[src/rtl/fanout_fork_if.sv]
// fanout_fork_if: producer, consumer and configuration signals of the fanout fork controller.
interface fanout_fork_if #(
  parameter int N = 4,
  parameter int W = 32
);
  logic         cfg_en;
  logic [N-1:0] cfg_mask;
  logic         cfg_ready;
  logic         flush;
  logic         in_valid;
  logic [W-1:0] in_data;
  logic         in_ready;
  logic [N-1:0] out_valid;
  logic [W-1:0] out_data;
  logic [N-1:0] out_ready;
  logic         busy;
  logic [15:0]  stall_cnt;
  logic [15:0]  tok_cnt;
  modport slave (
    input  cfg_en, cfg_mask, flush, in_valid, in_data, out_ready,
    output cfg_ready, in_ready, out_valid, out_data, busy, stall_cnt, tok_cnt
  );
  modport master (
    output cfg_en, cfg_mask, flush, in_valid, in_data, out_ready,
    input  cfg_ready, in_ready, out_valid, out_data, busy, stall_cnt, tok_cnt
  );
endinterface

[src/rtl/fanout_fork_ctrl.sv]
// fanout_fork_ctrl: eager fork of one producer stream to N consumers with per-consumer done tracking.
module fanout_fork_ctrl #(
  parameter int N = 4,
  parameter int W = 32
) (
  input logic           clk,
  input logic           rst_n,
  fanout_fork_if.slave  bus
);
  typedef enum logic {IDLE, PARTIAL} state_t;
  state_t       r_state, w_state_nxt;
  logic [N-1:0] r_mask, r_done, w_done_nxt, w_valid, w_fire;
  logic         w_in_ready, w_consume, w_stall, w_cfg_acc;
  logic [15:0]  r_stall_cnt, r_tok_cnt;
  always_comb begin
    w_valid     = {N{bus.in_valid}} & r_mask & ~r_done;
    w_fire      = w_valid & bus.out_ready;
    w_in_ready  = bus.flush | (&(~r_mask | r_done | bus.out_ready));
    w_consume   = bus.in_valid & w_in_ready;
    w_stall     = bus.in_valid & ~w_in_ready;
    // rst_n gate keeps cfg_ready low while reset holds the block
    w_cfg_acc   = rst_n & bus.cfg_en & (r_state == IDLE) & ~|w_fire;
    w_done_nxt  = (w_consume | bus.flush) ? '0 : (r_done | w_fire);
    w_state_nxt = |w_done_nxt ? PARTIAL : IDLE;
  end
  always_ff @(posedge clk or negedge rst_n) begin
    if (!rst_n) begin
      r_state     <= IDLE;
      r_done      <= '0;
      r_mask      <= '0;
      r_stall_cnt <= '0;
      r_tok_cnt   <= '0;
    end else begin
      r_state <= w_state_nxt;
      r_done  <= w_done_nxt;
      if (w_cfg_acc) r_mask <= bus.cfg_mask;
      r_stall_cnt <= w_cfg_acc ? '0 : r_stall_cnt + 16'(w_stall & ~&r_stall_cnt);
      r_tok_cnt   <= r_tok_cnt + 16'(w_consume & ~&r_tok_cnt);
    end
  end
  assign bus.cfg_ready = w_cfg_acc;
  assign bus.in_ready  = w_in_ready;
  assign bus.out_valid = w_valid;
  assign bus.out_data  = bus.in_data;
  assign bus.busy      = (r_state == PARTIAL);
  assign bus.stall_cnt = r_stall_cnt;
  assign bus.tok_cnt   = r_tok_cnt;
endmodule

[src/flat_wrapper.sv]
// flat-port wrapper written by rule: the top's interface ports become plain ports
module fanout_fork_ctrl_flat 
#(
  parameter int N = 4,
  parameter int W = 32
)
  (clk, rst_n, bus_cfg_en, bus_cfg_mask, bus_flush, bus_in_valid, bus_in_data, bus_out_ready, bus_cfg_ready, bus_in_ready, bus_out_valid, bus_out_data, bus_busy, bus_stall_cnt, bus_tok_cnt);
  fanout_fork_if #(.N(N), .W(W)) bus_i ();
  input logic clk;
  input logic rst_n;
  input wire logic [$bits(bus_i.cfg_en)-1:0] bus_cfg_en;
  input wire logic [$bits(bus_i.cfg_mask)-1:0] bus_cfg_mask;
  input wire logic [$bits(bus_i.flush)-1:0] bus_flush;
  input wire logic [$bits(bus_i.in_valid)-1:0] bus_in_valid;
  input wire logic [$bits(bus_i.in_data)-1:0] bus_in_data;
  input wire logic [$bits(bus_i.out_ready)-1:0] bus_out_ready;
  output wire logic [$bits(bus_i.cfg_ready)-1:0] bus_cfg_ready;
  output wire logic [$bits(bus_i.in_ready)-1:0] bus_in_ready;
  output wire logic [$bits(bus_i.out_valid)-1:0] bus_out_valid;
  output wire logic [$bits(bus_i.out_data)-1:0] bus_out_data;
  output wire logic [$bits(bus_i.busy)-1:0] bus_busy;
  output wire logic [$bits(bus_i.stall_cnt)-1:0] bus_stall_cnt;
  output wire logic [$bits(bus_i.tok_cnt)-1:0] bus_tok_cnt;
  assign bus_i.cfg_en = bus_cfg_en;
  assign bus_i.cfg_mask = bus_cfg_mask;
  assign bus_i.flush = bus_flush;
  assign bus_i.in_valid = bus_in_valid;
  assign bus_i.in_data = bus_in_data;
  assign bus_i.out_ready = bus_out_ready;
  assign bus_cfg_ready = bus_i.cfg_ready;
  assign bus_in_ready = bus_i.in_ready;
  assign bus_out_valid = bus_i.out_valid;
  assign bus_out_data = bus_i.out_data;
  assign bus_busy = bus_i.busy;
  assign bus_stall_cnt = bus_i.stall_cnt;
  assign bus_tok_cnt = bus_i.tok_cnt;
  fanout_fork_ctrl #(.N(N), .W(W)) u_core (.clk(clk), .rst_n(rst_n), .bus(bus_i));
endmodule
[config.mk]
export PLATFORM = sky130hd
export DESIGN_NAME = fanout_fork_ctrl_flat
export DESIGN_NICKNAME = d
export VERILOG_FILES = /design/src/rtl/fanout_fork_if.sv /design/src/rtl/fanout_fork_ctrl.sv /design/src/flat_wrapper.sv
export SDC_FILE = /design/constraint.sdc
export NUM_CORES = 1
export LEC_CHECK = 0
export CORE_UTILIZATION = 36
export CTS_CLUSTER_DIAMETER = 120
export DETAILED_ROUTE_END_ITERATION = 8
export PLACE_DENSITY = 0.84
export REMOVE_ABC_BUFFERS = 1
export SKIP_LAST_GASP = 1
export SYNTH_ARGS = -nofsm -noshare
export SYNTH_HDL_FRONTEND = slang
export SYNTH_SLANG_ARGS = --single-unit
[constraint.sdc]
create_clock -name clk -period 2.3 [get_ports clk]
set_input_delay 0.46 -clock clk [delete_from_list [all_inputs] [get_ports clk]]
set_output_delay 0.46 -clock clk [all_outputs]
set_load 0.01 [all_outputs]
# Yosys cells after proc, flatten, opt, wreduce, memory -nomap -nowiden
# Index checks and enable logic that the tools add are counted.
[classes]
n_bitwise = 19
n_mul = 0
n_shift = 0
n_lt_le_gt_ge = 0
n_addsub = 2
n_eq_ne = 0
muxes = 3
div_mod_pow = 0
n_reduce_logical = 8
[op_table]
columns = ["op", "count"]
rows = [
  ["16-bit adder", 2],
  ["16-bit AND reduction", 2],
  ["16-bit two-way mux", 1],
  ["4-bit AND", 3],
  ["4-bit OR", 3],
  ["4-bit inverter", 2],
  ["4-bit OR reduction", 2],
  ["1-bit AND", 7],
  ["4-bit two-way mux", 1],
  ["4-bit AND reduction", 1],
  ["1-bit logical NOT", 3],
  ["1-bit inverter", 2],
  ["1-bit OR", 2],
  ["1-bit two-way mux", 1],
]
[word_totals]
reg_bits = 41
latchBits = 0
elab_cells = 37
out_inout_bits = 71
n_memories = 0
ramBits = 0
input_bits = 45
rom_bits = 0

# Longest topological paths before layout
# Gate-level depths: netlist of run 1.
[logic_depth]
depth_word = 10
mapped_depth = 9
depth_no_buf = 9

# Worst setup path before layout of run 1
# OpenSTA, ideal clock, no wires.
[synth_timing]
kind = "input to register"
from = "input port bus_out_ready[0]"
to = "register u_core.r_stall_cnt[9], in the netlist u_core.bus.stall_cnt[9]"
arrival_time_ns = 2.187
setup_ns = 0.123
cell_stages = 9
path_slack_ns = -0.011
path_buffers = 0
t_required_ns = 2.177
path_cell_list = "nor3b_1 > nor4_1 > or2_2 > nor3_1 > ha_1 > nand2_1 > or4_1 > xor2_1 > nor2_1"
[synth_between]
elab_chain_cells = 8
word_cells_on_any_way = 12
classes_between = "add/sub (1); mux (1); bitwise (7); reduce/logical (3)"
[synth_rtl]
columns = ["element", "line_no", "text"]
rows = [
  ["start, declared", "flat_wrapper.sv:16", "input wire logic [$bits(bus_i.out_ready)-1:0] bus_out_ready;"],
  ["4-bit OR", "fanout_fork_ctrl.sv:18", "w_in_ready = bus.flush | (&(~r_mask | r_done | bus.out_ready));"],
  ["4-bit AND reduction", "fanout_fork_ctrl.sv:18", ""],
  ["1-bit OR", "fanout_fork_ctrl.sv:18", ""],
  ["via bus_in_ready", "flat_wrapper.sv:18", "output wire logic [$bits(bus_i.in_ready)-1:0] bus_in_ready;"],
  ["1-bit inverter", "fanout_fork_ctrl.sv:20", "w_stall = bus.in_valid & ~w_in_ready;"],
  ["1-bit AND", "fanout_fork_ctrl.sv:20", ""],
  ["1-bit AND", "fanout_fork_ctrl.sv:37", "r_stall_cnt <= w_cfg_acc ? '0 : r_stall_cnt + 16'(w_stall & ~&r_stall_cnt);"],
  ["16-bit adder", "fanout_fork_ctrl.sv:37", ""],
  ["16-bit two-way mux", "fanout_fork_ctrl.sv:37", ""],
  ["end signal, assigned", "fanout_fork_ctrl.sv:37", ""],
  ["end, declared", "fanout_fork_ctrl.sv:14", "logic [15:0] r_stall_cnt, r_tok_cnt;"],
]
# The timed path passes the listed nets, and every way through them passes these cells.
# A chain may end at the register's enable or synchronous reset.

# Final worst setup path of run 1
[layout_timing]
from = "input port bus_out_ready[3]"
to = "register u_core.r_stall_cnt[12], in the netlist u_core.bus.stall_cnt[12]"
[layout_between]
elab_chain_cells = 8
word_cells_on_any_way = 12
classes_between = "add/sub (1); mux (1); bitwise (7); reduce/logical (3)"
[layout_rtl]
columns = ["element", "line_no"]
rows = [
  ["4-bit OR", "fanout_fork_ctrl.sv:18"],
  ["4-bit AND reduction", "fanout_fork_ctrl.sv:18"],
  ["1-bit OR", "fanout_fork_ctrl.sv:18"],
  ["1-bit inverter", "fanout_fork_ctrl.sv:20"],
  ["1-bit AND", "fanout_fork_ctrl.sv:20"],
  ["1-bit AND", "fanout_fork_ctrl.sv:37"],
  ["16-bit adder", "fanout_fork_ctrl.sv:37"],
  ["16-bit two-way mux (*)", "fanout_fork_ctrl.sv:37"],
]
# Mark *: on every way between the ends. The rest lies on a longest branch, timed or not.

==> results.py, run 1 <==
metrics = {
    "run_status": {
        "outcome": "finished, final reports clean",
    },
    "routing": {
        "drc": 0,
        "via_count": 1782,
        "dr.first_iter.drc_count": 102,
        "dr.pass1.iters": 4,
        "drt.antenna.violating_nets": 0,
        "viasPerCell": 5.17,
        "drt_wl_total_um": 6060,
        "wl_per_cell_um": 17.6,
    },
    "yosys": {
        "synth-compound-area-share_pct": 4.21,
        "yosys.area_share.simple_pct": 22.4,
        "avgSynthCellArea_um2": 10.5,
        "synth_top_family_by_area": "simple AND/OR/NAND/NOR gates",
        "synth.area.mux_share_pct": 2.02,
        "ys_types": 35,
        "seq_area_frac_synth_pct": 46.1,
        "synth-warning-count": 0,
        "syn-instance-count": 213,
        "synth-adder-area-share_pct": 2.81,
        "ys_seq_elements": 41,
        "synth_xor_area_share_pct": 10.2,
        "syn_area_um2": 2230,
    },
    "job": {
        "max_cap_violations": 0,
    },
    "worst_setup_path": {
        "ff2ff_path_depth": 11,
        "reg2reg_to": "u_core.bus.tok_cnt[15]",
        "rr_startpoint": "u_core.r_mask[1]",
        "setup.worst_path.end_class": "flip-flop",
        "required_ns": 2.51,
        "cp.depth": 11,
        "crit_family": "simple AND/OR/NAND/NOR gates",
        "critPathLaunchType": "input pin",
        "crit_fanout": 5,
        "path_cells": "dlygate4sd2_1, nor3b_2, nor4_2, or2_4, buf_6, nor3_4, ha_2, nand2_2, buf_4, or4_4, a21oi_2",
        "worstPathArrival_ns": 2.48,
        "cp_num_buf_inv": 3,
        "r2r_slack_ns": 0.04,
        "worstSetupPathType": "input pin to flip-flop",
        "critPathSlowestCell": "or4_4",
        "max_stage_delay_ns": 0.42,
    },
    "sta": {
        "worst_slew_pin_slew_ns": 0.526,
        "max_freq_ghz": 0.441,
        "layout_setup_ws_ns": 0.0345,
        "finalHoldViolCount": 0,
        "slew_viol_final": 0,
        "relSlewSlack_pct": 65.0,
        "rsz0062_at_grt": "true",
        "skew_ns": 0.00566,
        "setup_viol_count_final": 0,
        "finalCriticalPeriod_ns": 2.27,
        "timing.final.crit_share_pct": 98.5,
    },
    "clock_network": {
        "cts_made_buffers": 5,
        "clkSinkCount": 41,
        "htree_levels": 2,
        "clk_latency_ns": 0.28,
        "cts_tree": "done",
        "clk_pin_slew_ns": 0.08,
        "clockBufferDepth": 2,
        "cts_root_buf": "clkbuf_8",
    },
    "pwr": {
        "power_density_nw_per_um2": 781,
        "power_leakage_nw": 1.33,
        "ir_drop_v": 0.000587,
        "fin_total_pwr_w": 0.00239,
    },
    "worst_hold_path": {
        "min_path_type": "input pin to async pin",
    },
    "placement": {
        "hpwl_um": 4420,
        "pre_cts_ws_ns": -0.613,
        "globalplace.congestion": 0.907,
        "port_buffers": 51,
    },
    "finish": {
        "fill_cells": 551,
        "nets": 319,
        "diodes": 0,
        "final_layout_size_suffix_gt1_share_pct": 28.9,
        "syn_to_final_growth_pct": 37.1,
    },
    "global_routing": {
        "antenna_found_initial": 0,
        "grt_pass1_wl_um": 9510,
        "grt-ovfl-total": 0,
        "grt_max_degree": 42,
        "grt_pass1_vias": 1813,
        "grtUsageTotal_pct": 20.2,
    },
    "die": {
        "core_um2": 5960,
        "die_x_um": 80.7,
        "die_h_um": 80.7,
        "rows": 28,
        "start_util_pct": 37.4,
        "ios": 116,
        "die_area_um2": 6510,
    },
}
## sequential cells by signal, indices dropped and copies added, names as in the netlist
| name | cells |
|---|---|
| u_core.bus.tok_cnt | 16 |
| u_core.r_mask | 4 |
| u_core.r_done | 4 |
| u_core.bus.busy | 1 |
| u_core.bus.stall_cnt | 16 |
## where the power goes
group | internal, W | switching (W) | total, W
clock network | 0.000271 | 0.000236 | 0.000508
logic | 0.000518 | 0.000377 | 0.000895
registers | 0.000848 | 0.000134 | 0.000983
total | 0.00164 | 0.000748 | 0.00239
## cell usage in the layout (no fill, tap or decap), types with 2 or more instances in the layout
cell type        Yosys  routed
clkdlybuf4s50_1      0      40
or4_4                0       2
nor3_4               0       2
inv_1                4       3
o31ai_1              2       2
dfrtp_1             41      41
and4_4               2       2
nor2_1              20      19
nand3b_1             4       4
xor2_1               9       9
mux2_2               4       4
ha_1                 5       2
nand2_1              9       8
ha_4                 0       2
nor3b_1              7       3
clkbuf_2             0       2
a31oi_1              4       4
xnor2_1             17      17
dlygate4sd2_1        0       7
nor3b_4              0       2
nand3_1             10       8
nor3b_2              1       3
and3_1               3       2
a21oi_1              4       3
nor3_2               0       3
buf_4               32      31
nand4_1             11      11
clkbuf_8             1       7
## stage by stage
| stage | util [%] | cell area [µm²] | setup TNS, ns | hold WS [ns] | std cells |
|---|---|---|---|---|---|
| after floorplan | - | 1970 | -0.0524 | 0.164 | 179 |
| after CTS | 49.1 | 2920 | -0.100 | 0.347 | 343 |
| after global placement | 46.5 | 2770 | -11.83 | 0.490 | 332 |
| final | 51.3 | 3050 | 0 | 0.325 | 345 |
| after detailed placement | 46.5 | 2770 | -12.88 | 0.505 | 332 |
| after global routing | 51.3 | 3050 | -0.601 | 0.366 | 345 |
## area by class of cell
class / count / area, µm² / share of cell area [%]
Multi-Input combinational cell: 134 / 1090 / 35.6
Tap cell: 75 / 93.8 / 3.07
Timing Repair Buffer: 83 / 731 / 23.9
Clock inverter: 1 / 5.00 / 0.164
Inverter: 4 / 15.0 / 0.492
Clock buffer: 7 / 96.3 / 3.15
Sequential cell: 41 / 1030 / 33.6
## synthesized netlist by cell type
master | instances | share of area, %
dfrtp_1 | 41 | 46
buf_4 | 32 | 11
nor2_1 | 20 | 3.4
xnor2_1 | 17 | 6.7
nand4_1 | 11 | 3.1
nand3_1 | 10 | 2.2
nand2_1 | 9 | 1.5
xor2_1 | 9 | 3.5
nor3b_1 | 7 | 2.4
nor3_1 | 6 | 1.3
ha_1 | 5 | 2.8
a21oi_1 | 4 | 0.90
a31oi_1 | 4 | 1.1
inv_1 | 4 | 0.67
mux2_2 | 4 | 2.0
nand3b_1 | 4 | 1.3
and3_1 | 3 | 0.84
or4_1 | 3 | 1.0
and4_4 | 2 | 1.0
nor4_1 | 2 | 0.56
o31ai_1 | 2 | 0.67
a211oi_2 | 1 | 0.56
a21o_1 | 1 | 0.34
a41oi_1 | 1 | 0.39
and2_1 | 1 | 0.28
and4_1 | 1 | 0.39
buf_2 | 1 | 0.22
clkbuf_8 | 1 | 0.62
nand4_2 | 1 | 0.56
nand4_4 | 1 | 0.96
nor2b_1 | 1 | 0.28
nor3b_2 | 1 | 0.56
o21ai_0 | 1 | 0.22
or2_2 | 1 | 0.28
or3_2 | 1 | 0.34
## worst max-delay path by stage
stage / from / to / slack (ns)
after floorplan: bus_out_ready[0] / u_core.bus.stall_cnt[9] / -0.05
after global placement: bus_out_ready[3] / u_core.bus.stall_cnt[12] / -0.55
after detailed placement: bus_out_ready[1] / u_core.bus.stall_cnt[12] / -0.61
after CTS: bus_out_ready[3] / u_core.bus.stall_cnt[12] / -0.07
after global routing: u_core.r_mask[1] / u_core.bus.tok_cnt[15] / -0.09
final: bus_out_ready[3] / u_core.bus.stall_cnt[12] / 0.03
## worst register-to-register path, cell delays in order, from the launching register on
cell and delay [ns]:
dfrtp_1 0.41, nor3b_4 0.17, nor4_2 0.30, or2_4 0.18
buf_4 0.11, and3_4 0.18, ha_4 0.15, nand3_2 0.09
nor2_1 0.11, buf_4 0.15, nand4_1 0.15, xnor2_1 0.16
## layer usage
| layer | track usage [%] | up-vias | part of all wire [%] |
|---|---|---|---|
| li1 | - | 824 | - |
| met1 | 24.1 | 866 | 41 |
| met2 | 29.2 | 84 | 45 |
| met3 | 13.4 | 8 | 13 |
| met4 | 5.54 | 0 | 1.2 |
| met5 | 3.64 | - | 0 |
## what timing repair did
action,in CTS,in global routing
pin swaps,4,14
gates resized for setup,19,29
endpoints found under the hold margin,0,0
hold buffers,0,0
buffers inserted,3,2
endpoints found under the setup margin,27,21
## cells by family (layout without fill, tap and decap cells)
logic type	after synthesis	after routing
AO/OA/AOI/OAI	14	14
multiplexers	4	4
buffers and inverters	38	95
XOR/XNOR	26	26
AND/OR/NAND/NOR	85	85
adder cells (fa/ha/maj)	5	5
flip-flops	41	41
(Power assumes the default switching activity.)
==> run 2: changes to the inputs <==
--- a/config.mk
+++ b/config.mk
@@ -5,6 +5,7 @@
 export SDC_FILE = /design/constraint.sdc
 export NUM_CORES = 1
 export LEC_CHECK = 0
+export CORE_ASPECT_RATIO = 0.8
 export CORE_UTILIZATION = 36
 export CTS_CLUSTER_DIAMETER = 120
 export DETAILED_ROUTE_END_ITERATION = 8
==> results.py, run 2 (synthesis gave the netlist of run 1 again) <==
metrics = {
    "run_status": {
        "outcome": "finished, final reports clean",
    },
    "global_routing": {
        "grtUsageTotal_pct": 19.0,
        "grt-ovfl-total": 0,
        "grt_max_degree": 42,
        "antenna_found_initial": 0,
        "grt_pass1_vias": 1745,
        "grt_pass1_wl_um": 9230,
    },
    "pwr": {
        "ir_drop_v": 0.000459,
        "power_density_nw_per_um2": 779,
        "power_leakage_nw": 1.31,
    },
    "worst_setup_path": {
        "worstSetupPathType": "input pin to primary output",
        "worstPathArrival_ns": 1.79,
        "cp_num_buf_inv": 5,
        "r2r_slack_ns": 0.09,
        "required_ns": 1.84,
        "crit_family": "buffers and inverters",
        "critPathSlowestCell": "clkdlybuf4s50_1",
        "rr_startpoint": "u_core.r_mask[0]",
        "critPathMostFrequentCell": "buf_4",
        "path_cells": "clkdlybuf4s50_1, inv_1, nor3b_2, buf_4, a211oi_2, buf_4, buf_2",
        "critPathLaunchType": "input pin",
        "max_stage_delay_ns": 0.41,
        "crit_fanout": 4,
        "reg2reg_to": "u_core.bus.tok_cnt[15]",
        "setup.worst_path.end_class": "primary output",
        "ff2ff_path_depth": 11,
    },
    "finish": {
        "layout_commonest_cell": "dfrtp_1",
        "diodes": 0,
        "final_layout_size_suffix_gt1_share_pct": 26.8,
        "fill_cells": 553,
        "layout_common_cells": "41 x dfrtp_1, 40 x clkdlybuf4s50_1, 33 x buf_4",
        "nets": 321,
        "syn_to_final_growth_pct": 35.4,
    },
    "clock_network": {
        "clockBufferDepth": 2,
        "cts_made_buffers": 5,
        "htree_levels": 2,
        "cts_tree": "done",
        "clkSinkCount": 41,
        "cts_root_buf": "clkbuf_8",
        "clk_pin_slew_ns": 0.08,
        "clk_latency_ns": 0.29,
    },
    "sta": {
        "slew_viol_final": 0,
        "timing.final.crit_share_pct": 97.9,
        "relSlewSlack_pct": 65.5,
        "holdWs_ns": 0.252,
        "finalCriticalPeriod_ns": 2.25,
        "rsz0062_at_grt": "true",
        "skew_ns": 0.0114,
        "setup_viol_count_final": 0,
        "max_freq_ghz": 0.444,
        "finalHoldViolCount": 0,
        "worst_slew_pin_slew_ns": 0.518,
        "layout_setup_ws_ns": 0.0490,
    },
    "routing": {
        "wl_per_cell_um": 16.9,
        "drc": 0,
        "viasPerCell": 5.04,
        "drt.antenna.violating_nets": 0,
        "drt_wl_total_um": 5980,
        "via_count": 1779,
        "dr.pass1.iters": 4,
        "dr.first_iter.drc_count": 89,
    },
    "placement": {
        "pre_cts_ws_ns": -0.505,
        "hpwl_um": 4480,
        "globalplace.congestion": 0.971,
        "port_buffers": 51,
    },
    "die": {
        "rows": 25,
        "start_util_pct": 37.5,
        "die_h_um": 72.4,
        "die_x_um": 89.9,
        "die_area_um2": 6510,
        "ios": 116,
        "core_um2": 5940,
    },
    "job": {
        "max_cap_violations": 0,
    },
    "worst_hold_path": {
        "min_path_type": "input pin to async pin",
    },
}
run 2: cell types whose count changed in the layout (fill, tap and decap cells not counted), sizes merged:
cell           delta
buf               +3
clkbuf            -2
dlygate4sd2       +2
clkdlybuf4s15     -1
run 2: worst max-delay path by stage:
stage	startpoint	to	slack [ns]	cells past startpoint
2_1_floorplan	bus_out_ready[0]	u_core.bus.stall_cnt[9]	-0.05	9
3_3_place_gp	bus_out_ready[0]	u_core.bus.tok_cnt[15]	-0.47	12
3_5_place_dp	bus_out_ready[0]	u_core.bus.stall_cnt[9]	-0.50	10
4_1_cts	u_core.r_mask[3]	u_core.bus.tok_cnt[15]	0.02	11
5_1_grt	bus_out_ready[0]	u_core.bus.stall_cnt[9]	-0.06	10
6_report	bus_in_valid	bus_cfg_ready	0.05	7
run 2: cell type report:
| type | count | area (µm²) | area share, % |
|---|---|---|---|
| sequential | 41 | 1030 | 34.0 |
| multi-input combinational | 134 | 1020 | 33.9 |
| timing repair buffer | 85 | 748 | 24.8 |
| tap | 81 | 101 | 3.36 |
| clock buffer | 7 | 96.3 | 3.20 |
| inverter | 4 | 15.0 | 0.498 |
| clock inverter | 1 | 5.00 | 0.166 |
run 2: worst reg2reg max path, cell delays in order (launching register included):
cell	delay (ns)
dfrtp_1	0.40
nor3b_4	0.17
nor4_2	0.31
or2_4	0.18
buf_4	0.10
and3_4	0.18
ha_4	0.14
nand3_2	0.09
nor2_2	0.11
buf_6	0.13
nand4_1	0.13
xnor2_1	0.15
run 2: per-layer routing:
| layer | track usage, % | part of all wire [%] | wire, µm | vias to the layer above |
|---|---|---|---|---|
| li1 | - | - | - | 829 |
| met1 | 24.4 | 45 | 2690 | 855 |
| met2 | 26.1 | 41 | 2460 | 88 |
| met3 | 12.1 | 13 | 755 | 7 |
| met4 | 4.84 | 1.2 | 72 | 0 |
| met5 | 4.55 | 0 | 0 | - |
run 2: power breakdown:
group	switching [W]	internal [W]	total [W]	leakage, nW
clock	0.000241	0.000271	0.000512	0.0542
combinational	0.000363	0.000495	0.000858	0.709
sequential	0.000129	0.000849	0.000978	0.543
run 2: repair_timing:
action                     in CTS  in global routing
setup endpoints to repair      26                 21
pin swaps                       7                  7
buffers inserted                1                  0
hold buffers                    0                  0
resized for setup              19                 15
run 2: metrics by stage:
stage / std cells / util, % / power, W / setup TNS, ns / cell area [µm²]
detailed placement: 344 / 47.5 / 0.00180 / -11.39 / 2820
finish: 353 / 50.7 / 0.00235 / 0 / 3020
global placement: 344 / 47.5 / 0.00177 / -10.70 / 2820
global route: 353 / 50.7 / 0.00248 / -0.392 / 3020
floorplan: 179 / - / 0.00130 / -0.0524 / 1970
CTS: 353 / 49.5 / 0.00232 / 0 / 2940
